==> src/rtl/nla_pkg.sv <==
// rtl/nla_pkg.sv - shared FSM type and constants for the Horner sequencer
package nla_pkg;

   typedef enum logic [1:0] {
      ST_IDLE  = 2'd0,
      ST_FETCH = 2'd1,
      ST_ISSUE = 2'd2
   } state_e;

   localparam logic [2:0] FN_SELU    = 3'd0;
   localparam logic [2:0] FN_SIGMOID = 3'd1;
   localparam logic [2:0] FN_SWISH   = 3'd2;
   localparam logic [2:0] FN_GELU    = 3'd3;
   localparam logic [2:0] FN_TANH    = 3'd4;

   localparam logic [31:0] FP_NAN = 32'h7F900000;

endpackage

==> src/rtl/nla_coeff_ram.sv <==
// rtl/nla_coeff_ram.sv - coefficient storage, one write port, one synchronous read port
module nla_coeff_ram #(
   parameter int DATA_WIDTH = 32,
   parameter int ADDR_LINES = 5
) (
   input  logic                  clk_i,
   input  logic                  we_i,
   input  logic [ADDR_LINES-1:0] waddr_i,
   input  logic [DATA_WIDTH-1:0] wdata_i,
   input  logic                  re_i,
   input  logic [ADDR_LINES-1:0] raddr_i,
   output logic [DATA_WIDTH-1:0] rdata_o
);

   logic [DATA_WIDTH-1:0] mem_q [1 << ADDR_LINES];
   logic [DATA_WIDTH-1:0] rdata_q;

   // Read data holds while re_i is low so a stalled prefetch is not lost.
   always_ff @(posedge clk_i) begin
      if (we_i) mem_q[waddr_i] <= wdata_i;
      if (re_i) rdata_q <= mem_q[raddr_i];
   end

   assign rdata_o = rdata_q;

endmodule

==> src/rtl/nla_horner_sequencer.sv <==
// rtl/nla_horner_sequencer.sv - streams (sample, coefficient) pairs to the MAC in Horner order
module nla_horner_sequencer
   import nla_pkg::*;
#(
   parameter int DATA_WIDTH = 32,
   parameter int ADDR_LINES = 5,
   parameter int FUNC_W     = 3
) (
   input  logic                  clk_i,
   input  logic                  rst_i,
   input  logic                  cfg_we_i,
   input  logic [ADDR_LINES-1:0] cfg_addr_i,
   input  logic [DATA_WIDTH-1:0] cfg_data_i,
   input  logic                  desc_we_i,
   input  logic [FUNC_W-1:0]     desc_sel_i,
   input  logic [ADDR_LINES-1:0] desc_base_i,
   input  logic [ADDR_LINES-1:0] desc_deg_i,
   input  logic                  req_valid_i,
   output logic                  req_ready_o,
   input  logic [FUNC_W-1:0]     req_func_i,
   input  logic [DATA_WIDTH-1:0] req_x_i,
   output logic [DATA_WIDTH-1:0] signal_o,
   output logic [DATA_WIDTH-1:0] coeff_o,
   output logic                  mac_valid_o,
   output logic                  mac_first_o,
   output logic                  mac_last_o,
   input  logic                  mac_full_i,
   output logic                  busy_o,
   output logic                  err_o
);

   localparam int NFUNC = 1 << FUNC_W;
   localparam logic [ADDR_LINES-1:0] ADDR_ONE = 1;

   state_e                state_q;
   logic [NFUNC-1:0]      desc_vld_q;
   logic [ADDR_LINES-1:0] desc_base_q [NFUNC];
   logic [ADDR_LINES-1:0] desc_deg_q  [NFUNC];
   logic [DATA_WIDTH-1:0] x_q, sig_q, coeff_q;
   logic [ADDR_LINES-1:0] ptr_q, cnt_q;
   logic                  pend_q, first_q, last_q, err_q;
   logic [DATA_WIDTH-1:0] ram_rdata;
   logic                  slot_free, ram_re, ram_we;

   // The output slot frees up when empty or when the MAC takes the pending pair.
   assign slot_free = !pend_q || !mac_full_i;
   assign ram_re    = (state_q == ST_FETCH) || ((state_q == ST_ISSUE) && slot_free);
   assign ram_we    = cfg_we_i && (state_q == ST_IDLE);

   nla_coeff_ram #(
      .DATA_WIDTH(DATA_WIDTH),
      .ADDR_LINES(ADDR_LINES)
   ) u_ram (
      .clk_i  (clk_i),
      .we_i   (ram_we),
      .waddr_i(cfg_addr_i),
      .wdata_i(cfg_data_i),
      .re_i   (ram_re),
      .raddr_i(ptr_q),
      .rdata_o(ram_rdata)
   );

   always_ff @(posedge clk_i or posedge rst_i) begin
      if (rst_i) begin
         state_q    <= ST_IDLE;
         desc_vld_q <= '0;
         for (int i = 0; i < NFUNC; i++) begin
            desc_base_q[i] <= '0;
            desc_deg_q[i]  <= '0;
         end
         x_q     <= '0;
         sig_q   <= '0;
         coeff_q <= '0;
         ptr_q   <= '0;
         cnt_q   <= '0;
         pend_q  <= 1'b0;
         first_q <= 1'b0;
         last_q  <= 1'b0;
         err_q   <= 1'b0;
      end else begin
         err_q <= 1'b0;
         if (desc_we_i) begin
            if (state_q == ST_IDLE) begin
               desc_vld_q[desc_sel_i]  <= 1'b1;
               desc_base_q[desc_sel_i] <= desc_base_i;
               desc_deg_q[desc_sel_i]  <= desc_deg_i;
            end else begin
               err_q <= 1'b1;
            end
         end
         if (cfg_we_i && (state_q != ST_IDLE)) err_q <= 1'b1;

         case (state_q)
            ST_IDLE: begin
               // Descriptor regs are read before this edge's write, so a same-cycle update is not seen.
               if (req_valid_i) begin
                  if (desc_vld_q[req_func_i]) begin
                     x_q     <= req_x_i;
                     ptr_q   <= desc_base_q[req_func_i] + desc_deg_q[req_func_i];
                     cnt_q   <= desc_deg_q[req_func_i];
                     state_q <= ST_FETCH;
                  end else begin
                     err_q <= 1'b1;
                  end
               end
            end
            ST_FETCH: begin
               ptr_q   <= ptr_q - ADDR_ONE;
               state_q <= ST_ISSUE;
            end
            ST_ISSUE: begin
               if (slot_free) begin
                  if (pend_q && last_q) begin
                     pend_q  <= 1'b0;
                     first_q <= 1'b0;
                     last_q  <= 1'b0;
                     state_q <= ST_IDLE;
                  end else begin
                     pend_q  <= 1'b1;
                     coeff_q <= ram_rdata;
                     sig_q   <= x_q;
                     first_q <= !pend_q;
                     last_q  <= (cnt_q == '0);
                     cnt_q   <= cnt_q - ADDR_ONE;
                     ptr_q   <= ptr_q - ADDR_ONE;
                  end
               end
            end
            default: state_q <= ST_IDLE;
         endcase
      end
   end

   assign mac_valid_o = pend_q && !mac_full_i;
   assign mac_first_o = first_q && mac_valid_o;
   assign mac_last_o  = last_q && mac_valid_o;
   assign signal_o    = sig_q;
   assign coeff_o     = coeff_q;
   assign req_ready_o = (state_q == ST_IDLE);
   assign busy_o      = (state_q != ST_IDLE);
   assign err_o       = err_q;

endmodule

==> config.mk <==
export PLATFORM = sky130hd
export DESIGN_NAME = nla_horner_sequencer
export DESIGN_NICKNAME = d
export VERILOG_FILES = /design/src/rtl/nla_pkg.sv /design/src/rtl/nla_coeff_ram.sv /design/src/rtl/nla_horner_sequencer.sv
export SDC_FILE = /design/constraint.sdc
export NUM_CORES = 1
export LEC_CHECK = 0
export BUFFER_PORTS_ARGS = -buffer_cell sky130_fd_sc_hd__clkbuf_2
export CORE_MARGIN = 2
export CORE_UTILIZATION = 50
export CTS_CLUSTER_SIZE = 28
export DETAILED_ROUTE_END_ITERATION = 16
export PLACE_DENSITY = 0.71
export SLEW_MARGIN = 25
export SYNTH_ARGS = -nofsm -noshare
export SYNTH_HDL_FRONTEND = slang
export SYNTH_HIERARCHICAL = 1
export SYNTH_SLANG_ARGS = --single-unit
==> constraint.sdc <==
create_clock -name clk_i -period 6.6 [get_ports clk_i]
set_clock_uncertainty 0.1 [all_clocks]
set_input_delay 0.33 -clock clk_i [delete_from_list [all_inputs] [get_ports clk_i]]
set_output_delay 0.33 -clock clk_i [all_outputs]
set_load 0.05 [all_outputs]
==> qor.yml, run 1 <==
synth:
  synth_warnings: 6
  avgSynthCellArea_sq_um: 17.4
  synth_top_area_share_pct: 63.9
  synth_xor_area_share_pct: 0.0807
  seq_area_frac_synth_pct: 74.0
  synth.largest_area_cell: "edfxtp_1"
  yosys_register_bits: 1256
  yosysUniqueCellTypes: 52
  synth-edff-count: 1056
  syn_inst: 2844
  netlist_top_cells_area: "edfxtp_1 (64%), mux2i_1 (10%), dfrtp_1 (10%)"
  synth_compound_area_share_pct: 4.61
  netlist_area_sq_um: 49600
  synth_top_family_by_area: "multiplexers"
  synthFlopType: "edfxtp_1"
  synth_fa_ha_area_share_pct: 0.293
  synth-simple-area-share_pct: 3.19
  synth_mux_area_share_pct: 15.8
  async_flop_share_pct: 15.9
  syn_nets: 2946
sta:
  rsz0062_at_grt: "no"
  hold_viol_final: 0
  finalMaxSlewViolations: 0
  fmax_ghz: 0.254
  setup_violations: 0
  period_share_pct: 59.6
  tns_ns: 0
  slew_headroom_pct: 26.2
  whs_ns: 0.0552
  worst_pin_slew_ns: 1.11
  finalCriticalPeriod_ns: 3.93
worst_setup_path:
  slowest_stage: "nor2_4"
  cpPeakStageDelay_ns: 0.82
  crit_path_max_fanout: 19
  crit_chain: "inv_1 > ha_1 > and2_1 > nand3b_1 > nor2_4 > buf_4"
  critical_path_required_ns: 6.85
  crit_type: "flip-flop to flip-flop"
  cp_num_buf_inv: 2
  end_kind: "flip-flop"
  worstPathArrival_ns: 4.18
  crit_family: "simple AND/OR/NAND/NOR gates"
  critical_path.startpoint_type: "flip-flop"
pwr:
  irDropWorstVdd_uv: 426
  p_clk_share_pct: 28.6
  p_comb_share_pct: 30.0
  power_density_nw_per_um2: 425
  p_leak_nw: 20.3
  pwr-share-seq_pct: 41.4
  p_int_w: 0.0163
  p_switching_w: 0.00785
  swShare_pct: 32.6
placement:
  globalplace.congestion: 0.793
  place_hpwl_um: 66000
  io_buffers: 160
global_route:
  grt_pass1_wl_um: 173000
  grt_overflow: 0
  antenna_found_initial: 4
  grt_usage_pct: 22.7
  grt_max_degree: 129
  grt_pass1_vias: 27000
clock_network:
  cts.htree.levels: 3
  numCtsBuffers: 120
  clk_pin_slew_ns: 0.06
  clkLatencyLatePin_ns: 0.70
  cts_buffer_depth: 3
  cts_tree: "done"
  cts_root_buffer: "clkbuf_16"
  cts_setup_buffers: 0
  postCtsHoldBufs: 48
  post_cts_resized: 0
  clock_sinks: 1256
die:
  dieArea_sq_um: 102000
  core_area_sq_um: 98400
  row_count: 115
  start_util_pct: 50.4
  die_w_um: 319
  io_pins: 161
  dieHeight_um: 319
route:
  drt-total-wl_um: 117000
  drc: 0
  via_per_inst: 5.98
  drt_pass1_iterations: 7
  wl_per_cell_um: 26.1
  drt-initial-drc-count: 2650
  vias: 26800
  drtAntennaViolNets: 0
cells_and_area:
  drive_gt1_share_pct: 21.0
  finalNetCount: 3178
  area_growth_pct: 14.3
hold_path:
  hold_path.class: "input pin to async pin"
outcome:
  status: "complete, no violations"
job:
  max_cap_violations: 0
cell usage in the layout, fill, tap and decap left out, types with 28 or more instances in the layout:
master	instances
clkbuf_2	160
edfxtp_1	1056
buf_4	35
a22oi_1	96
mux2_2	166
mux2i_1	520
a21oi_1	103
nor3_1	38
a31oi_1	35
clkbuf_16	124
nor2_4	33
nand3_1	104
a22o_1	64
clkinv_2	28
nand2_1	114
dfrtp_1	199
dlygate4sd3_1	48
layout make-up:
class | instances | area (sq um)
diodes | 3 | 7.51
clock buffers | 155 | 3330
clock inverters | 72 | 671
fillers | 7210 | 41700
inverters | 20 | 82.6
multi-input cells | 1412 | 12200
flip-flops and latches | 1256 | 36700
well taps | 1287 | 1610
repair buffers | 266 | 2090
sequential cells by signal, indices dropped and copies added, names as in the netlist:
name and flops:
u_ram/mem_q 1024, state_q 2, desc_vld_q 8, first_q 1
pend_q 1, signal_o 32, cnt_q 5, u_ram/rdata_o 32
desc_deg_q 40, ptr_q 5, coeff_o 32, x_q 32
last_q 1, err_o 1, desc_base_q 40
through the flow:
stage / util [%] / power, W / cells / worst slack, ns / cell area (sq um)
2_1_floorplan: - / 0.0153 / 2844 / 0.716 / 49600
3_3_place_gp: 52.6 / 0.0171 / 4179 / 2.85 / 51800
3_5_place_dp: 53.0 / 0.0173 / 4192 / 2.83 / 52200
4_1_cts: 57.6 / 0.0242 / 4467 / 2.81 / 56700
5_1_grt: 57.6 / 0.0250 / 4469 / 2.69 / 56700
6_report: 57.6 / 0.0241 / 4471 / 2.67 / 56700
power groups by stage:
stage          combinational (W)  clock, W  sequential (W)
3_3_place_gp             0.00702         0          0.0101
4_1_cts                  0.00722   0.00699         0.00999
6_report                 0.00724   0.00689         0.00998
5_1_grt                  0.00765   0.00732          0.0101
2_1_floorplan            0.00468         0          0.0107
3_5_place_dp             0.00714         0          0.0101
Yosys cell counts, types with 2 or more instances:
master and n:
a21o_1 3, a21oi_1 103, a221oi_1 2, a22o_1 64, a22oi_1 96, a2bb2oi_1 4, a31oi_1 35, and2_1 4
buf_1 10, buf_2 38, buf_4 35, buf_6 19, clkbuf_1 51, clkbuf_4 2, dfrtp_1 200, edfxtp_1 1056
ha_1 10, inv_1 20, mux2_2 166, mux2_4 19, mux2i_1 520, mux4_1 3, mux4_2 17, nand2_1 116
nand2b_1 7, nand3_1 104, nand3b_1 5, nor2_1 42, nor2b_1 6, nor3_1 38, nor3b_1 3, o21ai_0 10
o22ai_1 3, o31ai_1 3, or2_2 7, or3_1 4, or3b_2 3, xnor2_1 2
cells by family (layout without fill, tap and decap cells):
logic type / after synthesis / after routing
AO/OA/AOI/OAI: 332 / 332
XOR/XNOR: 3 / 3
adder cells (fa/ha/maj): 11 / 11
buffers and inverters: 176 / 513
flip-flops: 1256 / 1256
multiplexers: 725 / 725
other: 0 / 3
AND/OR/NAND/NOR: 341 / 341
worst paths after layout:
check | to | start | slack, ns | cells after the start
setup / recovery | u_ram/mem_q[30][24]$_DFFE_PP_ | state_q[0]$_DFFE_PP0P_ | 2.67 | 6
hold / removal | coeff_o[26]$_DFFE_PP0P_ | rst_i | 0.06 | 3
setup reg to reg | u_ram/mem_q[30][24]$_DFFE_PP_ | state_q[0]$_DFFE_PP0P_ | 2.67 | 6
hold reg to reg | desc_vld_q[7]$_DFFE_PP0P_ | desc_vld_q[7]$_DFFE_PP0P_ | 0.36 | 1
max in group asynchronous | desc_base_q[33]$_DFFE_PP0P_ | rst_i | 4.82 | 5
min in group clk_i | u_ram/mem_q[4][21]$_DFFE_PP_ | cfg_data_i[21] | 0.17 | 1
tightest hold or removal path: cells and delay by family:
family / cells / cell delay, ns
buffers and inverters: 3 / 0.92
layer usage:
metal	vias up	global-route usage (%)	part of all wire, %
li1	11600	-	-
met1	13900	30.3	40
met2	1139	37.3	49
met3	188	5.26	8.5
met4	4	6.96	2.5
met5	-	0.520	0.055
Note: power is estimated with default switching activity, not from simulation.
==> run 2: changes to the inputs <==
- ABC_AREA: default -> 1
- PLACE_DENSITY: 0.71 -> 0.74
- clock period: 6.6 -> 3.3 ns (I/O delays scaled with it)
==> run 2 against run 1 <==
  * Combinational power rose by 130%
  * Utilization fell by 0.56 points
  * Register-to-register slack got worse by 2.1 ns
  * Synthesized area rose by 3.7%
  * Global-route usage rose by 1.7 points
  * Power rose by 110%
  * Final cell count rose by 38%
  * Worst hold slack got worse by 0.044 ns
  * Sequential power rose by 99%
  * Critical path depth rose by 2
  * Clock-buffer cell count fell by 8
  * Design area rose by 2.5%
  * Largest cell class unchanged
  * Largest power group unchanged
==> qor.yml, run 2 <==
cells_and_area:
  final_cell_mix: "nand2_1 (1680), edfxtp_1 (1056), nand3_1 (806)"
  largest_register_ffs: 1024
  regMostFlops: "u_ram/mem_q"
  drive_gt1_share_pct: 11.1
  finalNonFillerCells: 6162
  area_growth_pct: 13.0
  reg.largest.list: "u_ram/mem_q: 1024 flops, desc_base_q: 40 flops, desc_deg_q: 40 flops"
  finalNetCount: 4801
  layout_commonest_cell: "nand2_1"
  fin_util_pct: 57.0
clock_network:
  cts_setup_buffers: 0
  numCtsBuffers: 115
  cts_root_buffer: "clkbuf_16"
  cts_buffer_depth: 3
  cts.htree.levels: 3
  post_cts_resized: 0
  clkLatencyLatePin_ns: 0.71
  clock_sinks: 1256
  cts_tree: "done"
  clk_pin_slew_ns: 0.06
  postCtsHoldBufs: 65
pwr:
  p_comb_share_pct: 33.8
  swShare_pct: 37.5
  p_leak_nw: 22.6
  power_density_nw_per_um2: 865
  irDropWorstVdd_uv: 757
  p_int_w: 0.0314
  p_switching_w: 0.0188
  pwr-share-seq_pct: 39.6
  p_clk_share_pct: 26.6
die:
  dieArea_sq_um: 105000
  dieHeight_um: 325
  die_w_um: 325
  io_pins: 161
  row_count: 117
  start_util_pct: 50.5
  core_area_sq_um: 102000
worst_setup_path:
  crit_type: "flip-flop to flip-flop"
  slowest_stage: "nor2_4"
  crit_path_frequent_cell: "inv_1"
  critical_path.startpoint_type: "flip-flop"
  crit_chain: "inv_1 > ha_1 > nand2_1 > inv_1 > nand3_1 > buf_4 > nor2_4 > buf_12"
  worstPathArrival_ns: 3.02
  r2r-start: "state_q[1]$_DFFE_PP0P_"
  end_kind: "flip-flop"
  crit_path_max_fanout: 13
  cp-startpoint: "state_q[1]$_DFFE_PP0P_"
  critical_path_required_ns: 3.59
  cpPeakStageDelay_ns: 0.52
job:
  max_cap_violations: 0
sta:
  rsz0062_at_grt: "no"
  period_share_pct: 82.7
  setup_violations: 0
  finalMaxSlewViolations: 0
  slew_headroom_pct: 46.1
  finalCriticalPeriod_ns: 2.73
  fmax_ghz: 0.366
  hold_viol_final: 0
  worst_pin_slew_ns: 0.807
route:
  via_per_inst: 5.65
  drt-initial-drc-count: 4138
  drtAntennaViolNets: 0
  drt-total-wl_um: 131000
  drt_pass1_iterations: 6
  wl_per_cell_um: 21.2
  vias: 34800
  drc: 0
synth:
  seq_area_frac_synth_pct: 71.4
  syn_nets: 4607
  synth.most_common_cell: "nand2_1"
  yosysUniqueCellTypes: 34
  synth_top_area_share_pct: 61.7
  netlist_top_cells_area: "edfxtp_1 (62%), nand2_1 (12%), dfrtp_1 (9.7%)"
  synthTopCellsByCount: "nand2_1 (1682), edfxtp_1 (1056), nand3_1 (806), dfrtp_1 (200), o21ai_0 (192)"
  netlist_area_sq_um: 51400
  synthFlopType: "edfxtp_1"
  syn_inst: 4505
  synth_warnings: 6
  synth.largest_area_cell: "edfxtp_1"
  synth-edff-count: 1056
  yosys_register_bits: 1256
  async_flop_share_pct: 15.9
  avgSynthCellArea_sq_um: 11.4
outcome:
  status: "complete, no violations"
global_route:
  grt_max_degree: 117
  grt_pass1_vias: 33400
  grt_overflow: 0
  antenna_found_initial: 5
  grt_pass1_wl_um: 199000
  grt_usage_pct: 24.4
hold_path:
  hold_path.class: "input pin to flip-flop"
  hold_start: "cfg_data_i[20]"
placement:
  place_inst: 5885
  globalplace.congestion: 0.844
  place_hpwl_um: 72200
  io_buffers: 160
## run 2: changes by cell type after synthesis, sizes merged, moves of 20 or more
cell   before   now
a31oi      35     4
a22oi      97     0
nand3     104   807
inv        20   118
nor3       38     3
buf       103   215
a22o       64     0
mux2i     520     2
mux2      185    32
o21ai      10   199
nor2       42    95
nand2     116  1682
mux4       20     0
a21oi     103    10
## run 2: power groups by stage
stage                     clock network (W)  registers [W]  logic (W)
after floorplan                           0         0.0210     0.0114
after global placement                    0         0.0202     0.0163
after detailed placement                  0         0.0202     0.0166
after CTS                            0.0135         0.0199     0.0168
after global routing                 0.0141         0.0200     0.0187
final                                0.0134         0.0199     0.0170
## run 2: logic make-up (layout without fill, tap and decap cells)
kind of cell / count (synthesis) / after routing / synth area share, %
flip-flops: 1256 / 1256 / 71.4
other: 0 / 2 / 0
XOR/XNOR: 4 / 4 / 0.0682
multiplexers: 34 / 34 / 0.740
AND/OR/NAND/NOR: 2590 / 2590 / 20.9
adder cells (fa/ha/maj): 11 / 11 / 0.282
AO/OA/AOI/OAI: 225 / 225 / 2.23
buffers and inverters: 385 / 672 / 4.31
## run 2: worst paths after layout
check | slack, ns | end | depth (start not counted)
max in group asynchronous | 2.08 | coeff_o[1]$_DFFE_PP0P_ | 4
hold reg to reg | 0.36 | desc_vld_q[0]$_DFFE_PP0P_ | 2
hold / removal | 0.01 | u_ram/mem_q[31][20]$_DFFE_PP_ | 1
setup / recovery | 0.57 | u_ram/mem_q[20][25]$_DFFE_PP_ | 8
min in group asynchronous | 0.09 | signal_o[11]$_DFFE_PP0P_ | 3
setup reg to reg | 0.57 | u_ram/mem_q[20][25]$_DFFE_PP_ | 8
## run 2: area by class of cell
type,instances,area [sq um]
inverters,118,475
multi-input cells,2864,12700
clock inverters,63,674
fillers,8109,43800
repair buffers,344,2680
flip-flops and latches,1256,36700
well taps,1368,1710
clock buffers,147,3110
diodes,2,5.00
## run 2: worst max-delay path, delay by kind of cell, from the launching register on
family,cells,cell delay (ns)
AND/OR/NAND/NOR,3,0.84
buffers and inverters,4,0.73
flip-flops,1,0.40
adder cells (fa/ha/maj),1,0.34
## run 2: metrics by stage
stage	TNS, ns	setup WS (ns)	total power [W]	hold WS [ns]	area, sq um
6_report	0	0.569	0.0502	0.0113	58100
5_1_grt	0	0.483	0.0528	0.0631	58100
4_1_cts	0	0.639	0.0502	0.00246	58100
3_5_place_dp	0	0.595	0.0368	0.241	53700
3_3_place_gp	0	0.655	0.0365	0.236	53700
2_1_floorplan	-199.06	-0.199	0.0324	0.164	51400
## run 2: per-layer routing
layer  share of wire [%]  track usage (%)  vias to the layer above
li1                    -                -                    15900
met1                  39             33.2                    16800
met2                  47             39.6                     1862
met3                  10             4.20                      289
met4                 3.3             8.76                        4
met5               0.019            0.226                        -
